==> src/rtl/instr_fetch.sv <==
// Instruction fetch stage: a PC register, a single output register toward decode,
// j-type predecode for next-PC, redirect flush, and a handshake counter.
module instr_fetch #(
    parameter logic [31:0] RESET_PC  = 32'h0000_0000,
    parameter int unsigned MEM_WORDS = 256
) (
    input  logic        clk,
    input  logic        reset,
    input  logic        run,
    output logic [31:0] imem_addr,
    input  logic [31:0] imem_rdata,
    input  logic        redirect_valid,
    input  logic [31:0] redirect_target,
    output logic        if_valid,
    input  logic        if_ready,
    output logic [31:0] if_instr,
    output logic [31:0] if_pc,
    output logic [31:0] fetch_count
);

    // Keeps the PC word-aligned and wrapped inside the instruction memory.
    localparam logic [31:0] PC_MASK = 32'(MEM_WORDS * 4 - 1) & ~32'h3;

    typedef enum logic {
        IDLE  = 1'b0,
        FETCH = 1'b1
    } state_t;

    state_t      state;
    logic [31:0] pc;
    logic [31:0] pc_plus4;
    logic [31:0] next_pc;
    logic        advance;
    logic        handshake;

    assign imem_addr = pc;
    assign handshake = if_valid && if_ready;
    assign advance   = (state == FETCH) && (!if_valid || if_ready) && !redirect_valid;

    always_comb begin
        pc_plus4 = pc + 32'd4;
        next_pc  = pc_plus4;
        if (imem_rdata[31:26] == 6'b000010)
            next_pc = {pc_plus4[31:28], imem_rdata[25:0], 2'b00};
    end

    always_ff @(posedge clk or posedge reset) begin
        if (reset) begin
            state       <= IDLE;
            pc          <= RESET_PC & PC_MASK;
            if_valid    <= 1'b0;
            if_instr    <= '0;
            if_pc       <= '0;
            fetch_count <= '0;
        end else begin
            state <= run ? FETCH : IDLE;

            if (handshake)
                fetch_count <= fetch_count + 32'd1;

            // Redirect wins over capture and consumption in either state.
            if (redirect_valid) begin
                pc       <= redirect_target & PC_MASK;
                if_valid <= 1'b0;
            end else if (advance) begin
                if_instr <= imem_rdata;
                if_pc    <= pc;
                if_valid <= 1'b1;
                pc       <= next_pc & PC_MASK;
            end else if (handshake) begin
                if_valid <= 1'b0;
            end
        end
    end

endmodule

==> config.mk <==
export PLATFORM = sky130hd
export DESIGN_NAME = instr_fetch
export DESIGN_NICKNAME = d
export VERILOG_FILES = /design/src/rtl/instr_fetch.sv
export SDC_FILE = /design/constraint.sdc
export NUM_CORES = 1
export LEC_CHECK = 0
export CORE_MARGIN = 3
export CORE_UTILIZATION = 44
export CTS_CLUSTER_SIZE = 25
export DETAILED_ROUTE_END_ITERATION = 8
export HOLD_SLACK_MARGIN = 0.12
export PLACE_DENSITY = 0.9
export SYNTH_ARGS = -nofsm -noshare
export SYNTH_HDL_FRONTEND = slang
export SYNTH_SLANG_ARGS = --single-unit
==> constraint.sdc <==
create_clock -name clk -period 5.55 [get_ports clk]
set_clock_uncertainty 0.05 [all_clocks]
set_input_delay 0.555 -clock clk [delete_from_list [all_inputs] [get_ports clk]]
set_output_delay 0.555 -clock clk [all_outputs]
set_load 0.02 [all_outputs]
## After elaboration in Yosys (flattened, before gate mapping)

Index checks and enable logic that the tools add are counted.

- Add/subtract/negate cells: 2
- Eq/ne operators: 1
- Multiplexer cells: 7
- Bitwise operators: 1
- Reductions and logical operators: 9

Operator list:

| kind | count |
|---|---|
| two-way mux 32 bit | 2 |
| adder 32 x 1 -> 32 bit, second input constant | 1 |
| adder 10 x 3 -> 10 bit, second input constant | 1 |
| two-way mux 10 bit | 1 |
| equality test 6 x 2 -> 1 bit, second input constant | 1 |
| two-way mux 1 bit | 4 |
| logical AND 1 bit | 3 |
| nonzero test 3 bit | 1 |
| zero test 1 bit | 2 |
| AND reduction 2 bit | 1 |
| nonzero test 2 bit | 1 |
| logical OR 1 bit | 1 |
| NOT 1 bit | 1 |

- Register bits after elaboration: 130
- Input port bits: 69
- Output and inout bits: 129

## Depth between registers and ports, before layout

Gate-level depths: netlist of the first run.

- Word-level depth: 6
- Depth in mapped cells: 5
- Depth with buffers taken out: 5

## Least setup slack after synthesis of the first run

OpenSTA, ideal clock, no wires.

- Kind: input-to-reg
- From: input imem_rdata[26]
- To: register pc[7], in the netlist imem_addr[7]
- Setup time: 0.126 ns
- Data arrival time: 1.672 ns
- Data required time: 5.374 ns
- Path slack: 3.702 ns
- Stages on the path: 5
- Cells stage by stage: or4b_1 -> buf_2 -> nor3_2 -> a31oi_1 -> a221o_1

- Word-level cells in the longest chain between the ends: 4

RTL lines:

| what | RTL line | source |
|---|---|---|
| from (decl) | 11 | `input logic [31:0] imem_rdata,` |
| equality test 6 x 2 -> 1 bit | 43 | `if (imem_rdata[31:26] == 6'b000010)` |
| two-way mux 10 bit | 43 |  |
| two-way mux 32 bit | 65 | `end else if (advance) begin` |
| two-way mux 32 bit | 62 | `if (redirect_valid) begin` |
| to (signal assigned) | 50 | `pc <= RESET_PC & PC_MASK;` |
| to (signal assigned) | 63 | `pc <= redirect_target & PC_MASK;` |
| to (signal assigned) | 69 | `pc <= next_pc & PC_MASK;` |
| to (decl) | 30 | `logic [31:0] pc;` |

Every way passes these cells. The select of a mux whose other input is x is not followed.
A chain may end at the register's enable or synchronous reset.

## Worst setup path after layout of the first run

- From: input redirect_valid
- To: register if_pc[7]

- Word-level cells in the longest chain between the ends: 3
- Elaborated cells on any way between the ends: 4

RTL lines:

| what | RTL line | source |
|---|---|---|
| from (decl) | 12 | `input logic redirect_valid,` |
| zero test 1 bit | 38 | `assign advance = (state == FETCH) && (!if_valid \|\| if_ready) && !redirect_valid;` |
| logical AND 1 bit | 38 |  |
| AND reduction 2 bit (no source line) * | - |  |
| to (signal assigned) | 67 | `if_pc <= pc;` |
| to (decl) | 17 | `output logic [31:0] if_pc,` |

Mark *: on every way between the ends. The rest lies on a longest branch, timed or not.

==> results_dict.tcl, run 1 <==
set metrics [dict create \
    pwr-share-comb_pct 28.8 \
    p_clk_share_pct 25.3 \
    r2r-end "if_pc[7]$_DFFE_PP0P_" \
    start_util_pct 45.6 \
    met1_length_um 3400 \
    fp.dieW_um 101 \
    rsz0062_at_grt "no" \
    drive_gt1_share_pct 14.8 \
    io_buffers 125 \
    htree_levels 3 \
    synth_area_per_cell_um2 11.7 \
    dr_total_vias 2968 \
    whs_path_depth 1 \
    required_ns 5.72 \
    path_class "input pin to flop" \
    hold_ws_ns 0.419 \
    row_count 34 \
    critPathLaunchType "input pin" \
    grt_max_degree 83 \
    clockRootBuffer "clkbuf_8" \
    synth_seq_cells 82 \
    syn2layout_area_growth_pct 33.9 \
    setup-violations-final 0 \
    grt_pass1_vias 3043 \
    end_kind "flop" \
    worstSkewPairLatency_ns 0.34 \
    antenna_cells 0 \
    route.met2.wl_um 4790 \
    most-common-layout-cells "clkdlybuf4s50_1, dfrtp_1, conb_1, mux2_2, xnor2_1" \
    final_nets 539 \
    hold_path_class "flop to flop" \
    r2r-start "if_valid$_DFFE_PP0P_" \
    ioPinCount 198 \
    slew_headroom_pct 33.5 \
    cp_max_fo 33 \
    drc 0 \
    seq_power_share_pct 45.9 \
    detailed_place_hpwl_um 6910 \
    ys_seq_area_share_pct 51.3 \
    netlist_area_um2 4000 \
    synthCells 342 \
    tightest_slew_ns 0.998 \
    drv_cap 0 \
    hold_viol 0 \
    fmax_mhz 377 \
    synth_edf_count 0 \
    drv_slew 0 \
    leakage_nw 2.26 \
    avgRoutedWirePerCell_um 15.7 \
    ys_types 43 \
    synth_flop_cell "dfrtp_1" \
    cts_tree "done" \
    swShare_pct 31.9 \
    tns_ns 0 \
    drtPass1Iterations 4 \
    dieHeight_um 101 \
    hold_buffers 0 \
    yosys_warnings 0 \
    post-route-period-util_pct 47.8 \
    min_from "fetch_count[31]$_DFFE_PP0P_" \
    cts_setup_buffers 0 \
    synth-async-reset-ratio_pct 100 \
    pre_cts_ws_ns 2.51 \
    final_common_cell "clkdlybuf4s50_1" \
    seqCellArea_um2 2050 \
    intPower_w 0.00109 \
    routabilityCongestion 0.839 \
    numCtsBuffers 9 \
    drt-total-wl_um 9110 \
    cts_num_sinks 82 \
    finalCriticalPeriod_ns 2.65 \
    run_status "complete, no violations" \
    rr_worst_depth 4 \
    cts_resized 0 \
    ant_nets 0 \
    multi_input_area_um2 1700 \
    antenna_found_initial 0 \
    place_inst 565 \
    instances_no_fill 581 \
    setup_ws_ns 2.90 \
    fin_util_pct 61.1 \
    fill_cells 710 \
    viasPerCell 5.11 \
    ff2ff_setup_slack_ns 3.37 \
    powerDensity_nw_per_um2 299 \
    top_layer "met4" \
    grt.overflow.total 0 \
    clk_pin_slew_ns 0.09 \
    arrival_ns 2.82 \
    drt-initial-drc-count 85 \
    core_um2 8760 \
    grt_pass1_wl_um 14700 \
    worstHoldEndpoint "fetch_count[31]$_DFFE_PP0P_" \
    die_area_um2 10300 \
    grt_use_total_pct 18.0 \
    power.net_switching_w 0.000511 \
    wl_met3_um 788 \
    ir_drop_mv 0.163 \
    ctsLongestPathBuffers 2 \
]
==> worst max-delay path: stages <==
cell	delay, ns
clkdlybuf4s50_1	0.76
nor3b_4	0.63
buf_4	0.48
mux2_2	0.39
==> routing by layer <==
layer	GRT usage, %	up-vias
met4	5.83	0
met3	6.20	13
met5	0	-
met2	31.9	142
li1	-	1353
met1	20.2	1460
==> synth_stat cells, types with 2 or more instances <==
master	n	area, µm²
a31oi_1	2	12.5
nand4_1	15	93.8
or3_1	2	12.5
and2_1	2	12.5
nor2_1	9	33.8
and3_1	3	18.8
xnor2_1	25	219
nor3_1	5	25.0
dfrtp_1	82	2050
nand3_1	14	70.1
nor2b_1	2	12.5
a21oi_1	9	45.0
xor2_1	6	52.6
inv_1	4	15.0
nand2_1	17	63.8
buf_4	52	390
o21a_1	2	15.0
mux2_2	41	462
and4_1	6	52.6
o21ai_0	9	45.0
clkbuf_1	6	22.5
ha_1	2	25.0
nor3_2	4	40.0
a221o_1	2	20.0
o31ai_1	3	22.5
==> final cells by class <==
| class | count | area share, % |
|---|---|---|
| clock inverters | 5 | 0.701 |
| flip-flops and latches | 82 | 38.3 |
| repair buffers | 127 | 23.6 |
| well taps | 108 | 2.52 |
| clock buffers | 11 | 2.83 |
| inverters | 4 | 0.304 |
| multi-input cells | 244 | 31.7 |
==> cell families (layout without fill, tap and decap cells) <==
| kind of cell | Yosys count | count (layout) | synth area share, % |
|---|---|---|---|
| and+or+nand+nor | 88 | 88 | 13.5 |
| DFF | 82 | 82 | 51.3 |
| buffers and inverters | 63 | 147 | 10.8 |
| muxes | 42 | 42 | 11.8 |
| AOI/OAI and AO/OA | 33 | 33 | 5.10 |
| xor gates and xnor gates | 31 | 31 | 6.79 |
| adders and majority gates | 2 | 2 | 0.625 |
| other | 1 | 48 | 0.0937 |
==> per-stage QoR <==
stage,cell area [µm²],power [W]
6_report,5360,0.00160
5_1_grt,5360,0.00169
4_1_cts,5360,0.00163
3_5_place_dp,5170,0.00121
3_3_place_gp,5170,0.00120
2_1_floorplan,4180,0.00101
==> flip-flops by register name, summed over array words and instances (netlist names) <==
| signal | flops |
|---|---|
| if_instr | 32 |
| fetch_count | 32 |
| state | 1 |
| imem_addr | 8 |
| if_pc | 8 |
| if_valid | 1 |
==> worst max path at each step <==
stage                   startpoint                    endpoint  slack, ns  depth (start not counted)
floorplan                    reset  fetch_count[0]$_DFFE_PP0P_       2.84                          1
global placement    redirect_valid     if_instr[4]$_DFFE_PP0P_       2.56                          4
detailed placement  redirect_valid     if_instr[3]$_DFFE_PP0P_       2.51                          4
CTS                 redirect_valid        if_pc[7]$_DFFE_PP0P_       2.87                          4
global route        redirect_valid        if_pc[3]$_DFFE_PP0P_       2.75                          4
finish              redirect_valid        if_pc[7]$_DFFE_PP0P_       2.90                          4
==> power by group through the flow <==
stage          Sequential, W  Combinational [W]  Clock [W]
6_report            0.000736           0.000462   0.000405
3_3_place_gp        0.000743           0.000454          0
2_1_floorplan       0.000835           0.000172          0
3_5_place_dp        0.000749           0.000466          0
5_1_grt             0.000750           0.000494   0.000443
4_1_cts             0.000738           0.000468   0.000420
Note: power is estimated with default switching activity, not from simulation.
==> run 2: changes to the inputs <==
--- a/config.mk
+++ b/config.mk
@@ -6,11 +6,11 @@
 export NUM_CORES = 1
 export LEC_CHECK = 0
 export CORE_MARGIN = 3
-export CORE_UTILIZATION = 44
+export CORE_UTILIZATION = 37
 export CTS_CLUSTER_SIZE = 25
 export DETAILED_ROUTE_END_ITERATION = 8
 export HOLD_SLACK_MARGIN = 0.12
-export PLACE_DENSITY = 0.9
+export PLACE_DENSITY = 0.81
 export SYNTH_ARGS = -nofsm -noshare
 export SYNTH_HDL_FRONTEND = slang
 export SYNTH_SLANG_ARGS = --single-unit
==> constraint.sdc (replaced) <==
create_clock -name clk -period 2.4 [get_ports clk]
set_clock_uncertainty 0.05 [all_clocks]
set_input_delay 0.24 -clock clk [delete_from_list [all_inputs] [get_ports clk]]
set_output_delay 0.24 -clock clk [all_outputs]
set_load 0.02 [all_outputs]
==> run 2 against run 1 <==
Effect of this change:
- non-clock buffer count is 8 higher
- clock-buffer cell count is 1 lower
- critical path type unchanged
- first-iteration DRC count is 15% higher
- sequential power is 130% higher
- largest cell class unchanged
- die area is 18% higher
==> results_dict.tcl, run 2 (synthesis gave the netlist of run 1 again) <==
set metrics [dict create \
    run_status "complete, no violations" \
    fin_util_pct 52.9 \
    avgRoutedWirePerCell_um 14.7 \
    leakage_nw 2.33 \
    fmax_mhz 547 \
    drt-initial-drc-count 98 \
    antenna_cells 0 \
    start_util_pct 38.4 \
    tightest_slew_ns 0.518 \
    hold_viol 0 \
    grt.overflow.total 0 \
    top_regs "fetch_count x32, if_instr x32" \
    critPathLaunch "imem_rdata[26]" \
    detailed_place_hpwl_um 7050 \
    ir_drop_mv 0.440 \
    drive_gt1_share_pct 16.0 \
    cts_setup_buffers 0 \
    end_kind "flop" \
    io_buffers 125 \
    most-common-layout-cells "clkdlybuf4s50_1, dfrtp_1, conb_1, mux2_2, xnor2_1" \
    drc 0 \
    rr_worst_depth 4 \
    fp.dieW_um 110 \
    core_um2 10400 \
    crit_end "imem_addr[8]$_DFFE_PP0P_" \
    drv_slew 0 \
    cts_resized 0 \
    dr_total_vias 2947 \
    drt-total-wl_um 9090 \
    cts_tree "done" \
    power_w 0.00388 \
    ff2ff_setup_slack_ns 0.64 \
    final_common_cell "clkdlybuf4s50_1" \
    powerDensity_nw_per_um2 704 \
    hold_buffers 0 \
    row_count 37 \
    grt_use_total_pct 15.7 \
    die_area_um2 12100 \
    drv_cap 0 \
    clockRootBuffer "clkbuf_8" \
    drtPass1Iterations 4 \
    tns_ns 0 \
    grt_pass1_vias 3001 \
    cp_max_fo 10 \
    routabilityCongestion 0.811 \
    worstSkewPairLatency_ns 0.35 \
    setup-violations-final 0 \
    viasPerCell 4.78 \
    r2r-start "fetch_count[5]$_DFFE_PP0P_" \
    antenna_found_initial 0 \
    arrival_ns 2.01 \
    syn2layout_area_growth_pct 37.7 \
    post-route-period-util_pct 76.1 \
    slew_headroom_pct 65.4 \
    fill_cells 929 \
    required_ns 2.59 \
    grt_pass1_wl_um 14800 \
    clk_pin_slew_ns 0.09 \
    grt_max_degree 33 \
    finalCriticalPeriod_ns 1.83 \
    hold_path_class "input pin to async pin" \
    path_class "input pin to flop" \
    final_nets 547 \
    critPathLaunchType "input pin" \
    cts_num_sinks 82 \
    r2r-end "fetch_count[28]$_DFFE_PP0P_" \
    htree_levels 3 \
    dieHeight_um 110 \
    ant_nets 0 \
    ioPinCount 198 \
    ctsLongestPathBuffers 2 \
    numCtsBuffers 9 \
    rsz0062_at_grt "no" \
]
[run 2: changes by cell type in the layout (fill, tap and decap cells not counted)]
cell        delta
buf_12         +2
buf_4          +6
bufinv_16      +2
clkbuf_1       +1
clkbuf_8       -2
clkinv_4       +2
clkinvlp_4     -2
inv_6          -1
[run 2: through the flow]
stage / hold WS, ns / instances / setup slack, ns / area, µm²
2_1_floorplan: 0.221 / 389 / 0.00156 / 4180
3_3_place_gp: 0.412 / 601 / 0.250 / 5290
3_5_place_dp: 0.413 / 601 / 0.233 / 5290
4_1_cts: 0.179 / 617 / 0.536 / 5510
5_1_grt: 0.238 / 617 / 0.485 / 5510
6_report: 0.176 / 617 / 0.573 / 5510
[run 2: worst min-delay path by stage]
stage                                             end  slack, ns                        start  cells past startpoint
after floorplan                       state$_DFF_PP0_       0.22                          run                      0
after global placement    fetch_count[31]$_DFFE_PP0P_       0.41  fetch_count[31]$_DFFE_PP0P_                      1
after detailed placement  fetch_count[31]$_DFFE_PP0P_       0.41  fetch_count[31]$_DFFE_PP0P_                      1
after CTS                    if_instr[22]$_DFFE_PP0P_       0.18                        reset                      2
after global routing         if_instr[22]$_DFFE_PP0P_       0.24                        reset                      2
final                        if_instr[22]$_DFFE_PP0P_       0.18                        reset                      2
[run 2: cell type report]
type | count | area (µm²) | area share [%]
sequential | 82 | 2050 | 37.3
tap | 136 | 170 | 3.09
clock buffer | 10 | 128 | 2.32
timing repair buffer | 135 | 1350 | 24.5
inverter | 4 | 16.3 | 0.295
clock inverter | 6 | 91.3 | 1.66
multi-input combinational | 244 | 1700 | 30.8
[run 2: worst max-delay path, cell delays in order]
cell             delay, ns
clkdlybuf4s50_1       0.45
or4b_1                0.73
nor3_2                0.21
a31oi_1               0.06
a221o_1               0.32
[run 2: per-layer routing]
layer | share of wire [%] | track usage (%) | routed length (µm)
met4 | 1.9 | 6.32 | 174
met2 | 50 | 26.1 | 4560
met5 | 0 | 0 | 0
met1 | 38 | 18.1 | 3470
met3 | 9.7 | 6.29 | 877
[run 2: report_power, final]
group          internal [W]  switching [W]  leakage, nW
clock network      0.000590       0.000504        0.110
registers           0.00156       0.000147         1.03
logic              0.000539       0.000535         1.18
